File: config.mk
export PLATFORM = sky130hd
export DESIGN_NAME = shift_sequencer
export DESIGN_NICKNAME = d
export VERILOG_FILES = /design/src/rtl/shift_sequencer.sv
export SDC_FILE = /design/constraint.sdc
export NUM_CORES = 1
export LEC_CHECK = 0
export ABC_AREA = 1
export CAP_MARGIN = 20
export CORE_ASPECT_RATIO = 1.25
export CORE_MARGIN = 2
export CORE_UTILIZATION = 44
export DETAILED_ROUTE_END_ITERATION = 8
export PLACE_DENSITY = 0.75
export SETUP_SLACK_MARGIN = 0.1
export SYNTH_ARGS = -nofsm -noshare
export SYNTH_HDL_FRONTEND = slang
export SYNTH_SLANG_ARGS = --single-unit
File: constraint.sdc
create_clock -name i_clk -period 1.2 [get_ports i_clk]
set_input_delay 0.3 -clock i_clk [delete_from_list [all_inputs] [get_ports i_clk]]
set_output_delay 0.3 -clock i_clk [all_outputs]
set_load 0.01 [all_outputs]
File: src/rtl/shift_sequencer.sv
// -----------------------------------------------------------------------------
// shift_sequencer
//
// Sequential controller for the ALU's 6-bit shift operation. A request
// (direction, operand, amount) is accepted through a start/ready handshake
// and executed one bit position per clock. A single 1-bit shift stage is
// shared across all amounts. The result is held for the display path, and
// o_done pulses for one cycle when the result becomes final.
//
// Optional feature macro: SHIFT_ROTATE_EN
//   When defined, the i_rotate port exists and is latched on accept.
//   With i_rotate=1 the bit shifted out re-enters at the vacated end.
//   When undefined, all operations are logical shifts with zero fill.
//
// Ports
//   i_clk            system clock, all state updates on the rising edge
//   i_reset          synchronous, active-high reset
//   i_start          request strobe, accepted only while o_ready=1
//   i_to_right       direction: 1 = shift right, 0 = shift left
//   i_operand[5:0]   value to shift
//   i_shamt[2:0]     shift amount, 0..7
//   i_rotate         (SHIFT_ROTATE_EN only) 1 = rotate, 0 = logical shift
//   o_ready          high when a start will be accepted (state != SHIFT)
//   o_busy           high while shifting (state == SHIFT)
//   o_done           one-cycle pulse when the result becomes final
//   o_result_valid   high from completion until the next accept or reset
//   o_result[5:0]    shift register contents, final when o_result_valid=1
//   o_remaining[2:0] shifts still to perform
// -----------------------------------------------------------------------------
module shift_sequencer (
  input  logic       i_clk,
  input  logic       i_reset,
  input  logic       i_start,
  input  logic       i_to_right,
  input  logic [5:0] i_operand,
  input  logic [2:0] i_shamt,
`ifdef SHIFT_ROTATE_EN
  input  logic       i_rotate,
`endif
  output logic       o_ready,
  output logic       o_busy,
  output logic       o_done,
  output logic       o_result_valid,
  output logic [5:0] o_result,
  output logic [2:0] o_remaining
);

  // ---------------------------------------------------------------------------
  // State encoding
  // ---------------------------------------------------------------------------
  localparam logic [1:0] ST_IDLE  = 2'd0;
  localparam logic [1:0] ST_SHIFT = 2'd1;
  localparam logic [1:0] ST_DONE  = 2'd2;

  // ---------------------------------------------------------------------------
  // Registers
  // ---------------------------------------------------------------------------
  logic [1:0] r_state;
  logic [5:0] r_result;
  logic [2:0] r_remaining;
  logic       r_to_right;
  logic       r_result_valid;
`ifdef SHIFT_ROTATE_EN
  logic       r_rotate;
`endif

  // ---------------------------------------------------------------------------
  // Combinational helpers
  // ---------------------------------------------------------------------------
  logic       w_accept;
  logic       w_fill_left;
  logic       w_fill_right;
  logic [5:0] w_shifted;
  logic       w_last_step;

  // A request is taken in IDLE or DONE; SHIFT ignores start entirely.
  assign w_accept    = i_start && (r_state != ST_SHIFT);
  assign w_last_step = (r_remaining == 3'd1);

  // Vacated-bit fill: the bit leaving the opposite end in rotate mode,
  // zero in logical mode.
`ifdef SHIFT_ROTATE_EN
  assign w_fill_left  = r_rotate & r_result[5];
  assign w_fill_right = r_rotate & r_result[0];
`else
  assign w_fill_left  = 1'b0;
  assign w_fill_right = 1'b0;
`endif

  // The single shared 1-bit shift stage.
  always_comb begin
    w_shifted = r_result;
    if (r_to_right) begin
      w_shifted = {w_fill_right, r_result[5:1]};
    end else begin
      w_shifted = {r_result[4:0], w_fill_left};
    end
  end

  // ---------------------------------------------------------------------------
  // Sequencer
  // ---------------------------------------------------------------------------
  // o_result_valid is raised on the edge that enters DONE so that it is
  // already high alongside the done pulse; an accept that leads straight to
  // SHIFT clears it, while an accept with amount 0 completes immediately.
  always_ff @(posedge i_clk) begin
    if (i_reset) begin
      r_state        <= ST_IDLE;
      r_result       <= '0;
      r_remaining    <= '0;
      r_to_right     <= 1'b0;
      r_result_valid <= 1'b0;
`ifdef SHIFT_ROTATE_EN
      r_rotate       <= 1'b0;
`endif
    end else if (w_accept) begin
      r_result    <= i_operand;
      r_remaining <= i_shamt;
      r_to_right  <= i_to_right;
`ifdef SHIFT_ROTATE_EN
      r_rotate    <= i_rotate;
`endif
      if (i_shamt == 3'd0) begin
        r_state        <= ST_DONE;
        r_result_valid <= 1'b1;
      end else begin
        r_state        <= ST_SHIFT;
        r_result_valid <= 1'b0;
      end
    end else begin
      case (r_state)
        ST_IDLE: begin
          // Result and valid flag hold indefinitely.
          r_state <= ST_IDLE;
        end
        ST_SHIFT: begin
          r_result    <= w_shifted;
          r_remaining <= r_remaining - 3'd1;
          if (w_last_step) begin
            r_state        <= ST_DONE;
            r_result_valid <= 1'b1;
          end
        end
        ST_DONE: begin
          r_state <= ST_IDLE;
        end
        default: begin
          r_state <= ST_IDLE;
        end
      endcase
    end
  end

  // ---------------------------------------------------------------------------
  // Outputs
  // ---------------------------------------------------------------------------
  assign o_ready        = (r_state != ST_SHIFT);
  assign o_busy         = (r_state == ST_SHIFT);
  assign o_done         = (r_state == ST_DONE);
  assign o_result_valid = r_result_valid;
  assign o_result       = r_result;
  assign o_remaining    = r_remaining;

endmodule

==> results of run 1 <==
-- where the power goes --
part | internal [mW] | leakage [nW] | switching, mW | total [mW]
registers | 0.482 | 0.112 | 0.0312 | 0.513
logic | 0.250 | 0.541 | 0.262 | 0.512
clock network | 0.129 | 0.0150 | 0.150 | 0.279
total | 0.861 | 0.669 | 0.443 | 1.30
-- logic make-up (layout without fill, tap and decap cells) --
| kind of cell | Yosys count | count (layout) | synth area share (%) |
|---|---|---|---|
| buffers and inverters | 31 | 69 | 18.7 |
| flip-flops | 13 | 13 | 33.2 |
| AO/OA/AOI/OAI | 5 | 5 | 3.19 |
| adder cells (fa/ha/maj) | 2 | 2 | 3.19 |
| AND/OR/NAND/NOR | 71 | 71 | 41.8 |
-- per-layer routing --
layer | part of all wire [%] | vias up | global-route usage (%) | wire length, um
li1 | - | 452 | - | -
met4 | 1.7 | 0 | 11.3 | 36
met5 | 0 | - | 0 | 0
met2 | 55 | 28 | 36.2 | 1200
met3 | 4.6 | 6 | 2.83 | 100
met1 | 38 | 408 | 20.6 | 829
-- registers in the layout, indices dropped and copies added, names as in the netlist --
register        cells
r_state             2
o_result_valid      1
r_to_right          1
o_result            6
o_remaining         3
-- area by class of cell --
cell class,count,area [um2]
Sequential cell,13,282
Tap cell,19,23.8
Clock buffer,4,26.3
Fill cell,138,499
Multi-Input combinational cell,78,442
Inverter,26,109
Timing Repair Buffer,39,342
-- cell usage in the layout, fill, tap and decap left out, types with 2 or more instances in the layout --
cell type,count
nor2_1,6
nand3_2,2
inv_1,17
a21oi_1,2
clkbuf_4,3
inv_2,5
buf_2,11
buf_6,4
inv_4,3
nand2_4,2
clkdlybuf4s50_1,10
nand2_2,4
ha_4,2
buf_4,10
dfxtp_4,2
dfxtp_2,11
o21ai_0,2
nand3_1,26
nand2_1,27
-- per-stage QoR --
step / instance area (um2) / setup slack [ns] / hold WS (ns) / std cells / util [%]
floorplan: 785 / 0.139 / 0.369 / 122 / -
global placement: 1080 / -0.194 / 0.461 / 171 / 63.0
detailed placement: 1080 / -0.188 / 0.477 / 171 / 63.0
CTS: 1100 / -0.00789 / 0.483 / 175 / 64.1
global route: 1220 / -0.0453 / 0.300 / 179 / 71.0
finish: 1220 / -0.00543 / 0.293 / 179 / 71.0
-- cell usage after synthesis --
| master | instances |
|---|---|
| buf_6 | 3 |
| nand4_1 | 1 |
| nand3b_1 | 1 |
| nor2_1 | 6 |
| nand2_2 | 2 |
| a21oi_1 | 2 |
| nor2_4 | 1 |
| nand2_4 | 1 |
| ha_1 | 2 |
| o21ai_1 | 1 |
| o21ai_0 | 2 |
| nand2_1 | 31 |
| dfxtp_1 | 13 |
| buf_4 | 2 |
| inv_1 | 22 |
| inv_2 | 4 |
| nand3_1 | 28 |
-- worst paths after layout --
path | start | to
setup / recovery | r_state[1] | o_ready
hold reg to reg | o_result_valid | o_result_valid
setup reg to reg | r_state[1] | r_state[0]
hold / removal | i_reset | r_state[0]
-- critical path, delay by kind of cell, from the launching register on --
| kind | cells | cell delay [ns] |
|---|---|---|
| simple gates | 1 | 0.09 |
| flops | 1 | 0.38 |
| buf+inv | 2 | 0.15 |
-- what timing repair did --
item | 4_1_cts | 5_1_grt
hold buffers | 0 | 0
setup endpoints to repair | 24 | 13
gates resized for setup | 77 | 20
cloned | 0 | 1
pin swaps | 1 | 8
buffers inserted | 0 | 3
==> metrics.md, run 1 <==
| Metric | Value |
|---|---|
| Synthesized netlist cell count | 122 |
| Worst path slowest cell | dfxtp_4 |
| Worst-case clock buffer depth | 2 |
| Max-slew headroom | between 80% and 90% |
| Worst hold path depth | 2 |
| Fin crit share | 100% |
| Synth unique cells | 17 |
| Initial DRC Count | 15 |
| WP data required | roughly 0.9 ns |
| Max incr delay on CP | roughly 0.38 ns |
| Total track usage | 19.5% |
| Die area | about 2100 um2 |
| Starting Density | between 40% and 50% |
| Core Footprint | between 1500 and 2000 um2 |
| GRT Residual Overflow | 0 |
| FF-to-FF setup slack | approximately 0.11 ns |
| Layout area overhead | 56.0% |
| Worst VDD drop | slightly below 0.7 mV |
| Drt pass-1 iters | 4 |
| Buffers added on ports | 25 |
| Max-Cap Viols | 0 |
| Pleak | approximately 0.67 nW |
| Worst Skew | between 0.002 and 0.0025 ns |
| Drt drc | 0 |
| Tmin final | about 1.2 ns |
| Hold Path Class | primary input to flop |
| Worst r2r path cells | 7 |
| Wire length per cell | between 10 and 15 um |
| Largest net degree at the start of global routing | 21 |
| Post-DP HPWL | roughly 1.4 mm |
| Failing checks | setup timing |
| Power Dens Cells | approximately 1100 nW/um2 |
| Setup TNS | -0.00543 ns |
| Worst Path Arrival | 0.91 ns |
| F_max | approximately 0.83 GHz |
| Die width | 41.8 um |
| Final Total Pwr | 1.30 mW |
| Fraction of layout cells with a size suffix above 1 | 40.0% |
| Clk pin slew, worst setup/hold paths | roughly 0.08 ns |
| Measured slew at the worst slew-check pin | 0.299 ns |
| Htree depth | 1 |
| Yosys warns | 0 |
| Antenna cells | 0 |
| Status | finished, violations left |
| Largest area contributor in the netlist | dfxtp_1 |
| CTS tree | built |
| WS Path Type | flop to primary output |
| Vias | roughly 890 |
| Final Hold Viols | 0 |
| Unrepaired setup endpoints after global routing | true |
| Top-Level Pins | 26 |
| Number of antenna violations at the first check in global routing | 0 |
| Global-route wire length before repair | ~3.2 mm |
| Final Max Tran Viols | 0 |
| Final setup fails | 1 |
| # clock sinks | 13 |
| Root buf cell | clkbuf_4 |
| Final wirelength | between 2 and 2.5 mm |
| Clock latency on the worst-skew pair | 0.28 ns |
| GP Congestion | around 0.80 |
| Post-Syn Nets | ~140 |
| Flops & latches, synth | 13 |
| Fin worst setup slack | -0.00543 ns |
| Die Y | ~51 um |
| Vias per cell | between 4 and 5 |
| Startpoint Class | flop |
| Setup crit end kind | primary output |
| Seq/Total Area, Yosys | between 30 and 40% |
| Critical-path cell list | inv_4 -> nand2_4 -> buf_6 |
| Final ANT Viol Nets | 0 |
| Post-layout nets | 176 |
| Cell area after synthesis | ~780 um2 |
| Share of the synthesized area in the top cell type | approximately a third |
| CTS Buf Count | 3 |
| CP Max Fanout | 3 |
| Row Count | 17 |
| Main area contributors after synthesis | dfxtp_1 (33%), nand3_1 (18%), nand2_1 (15%), inv_1 (11%), buf_6 (4.3%) |
| Syn avg cell area | roughly 6.4 um2 |
| Vias in the first global route | approximately 800 |
(Power assumes the default switching activity.)
==> inputs of run 2 (changes only) <==
- TNS_END_PERCENT: not set -> 100
==> results of run 2 <==
Final layout, timing and power as in run 1 (identical DEF).
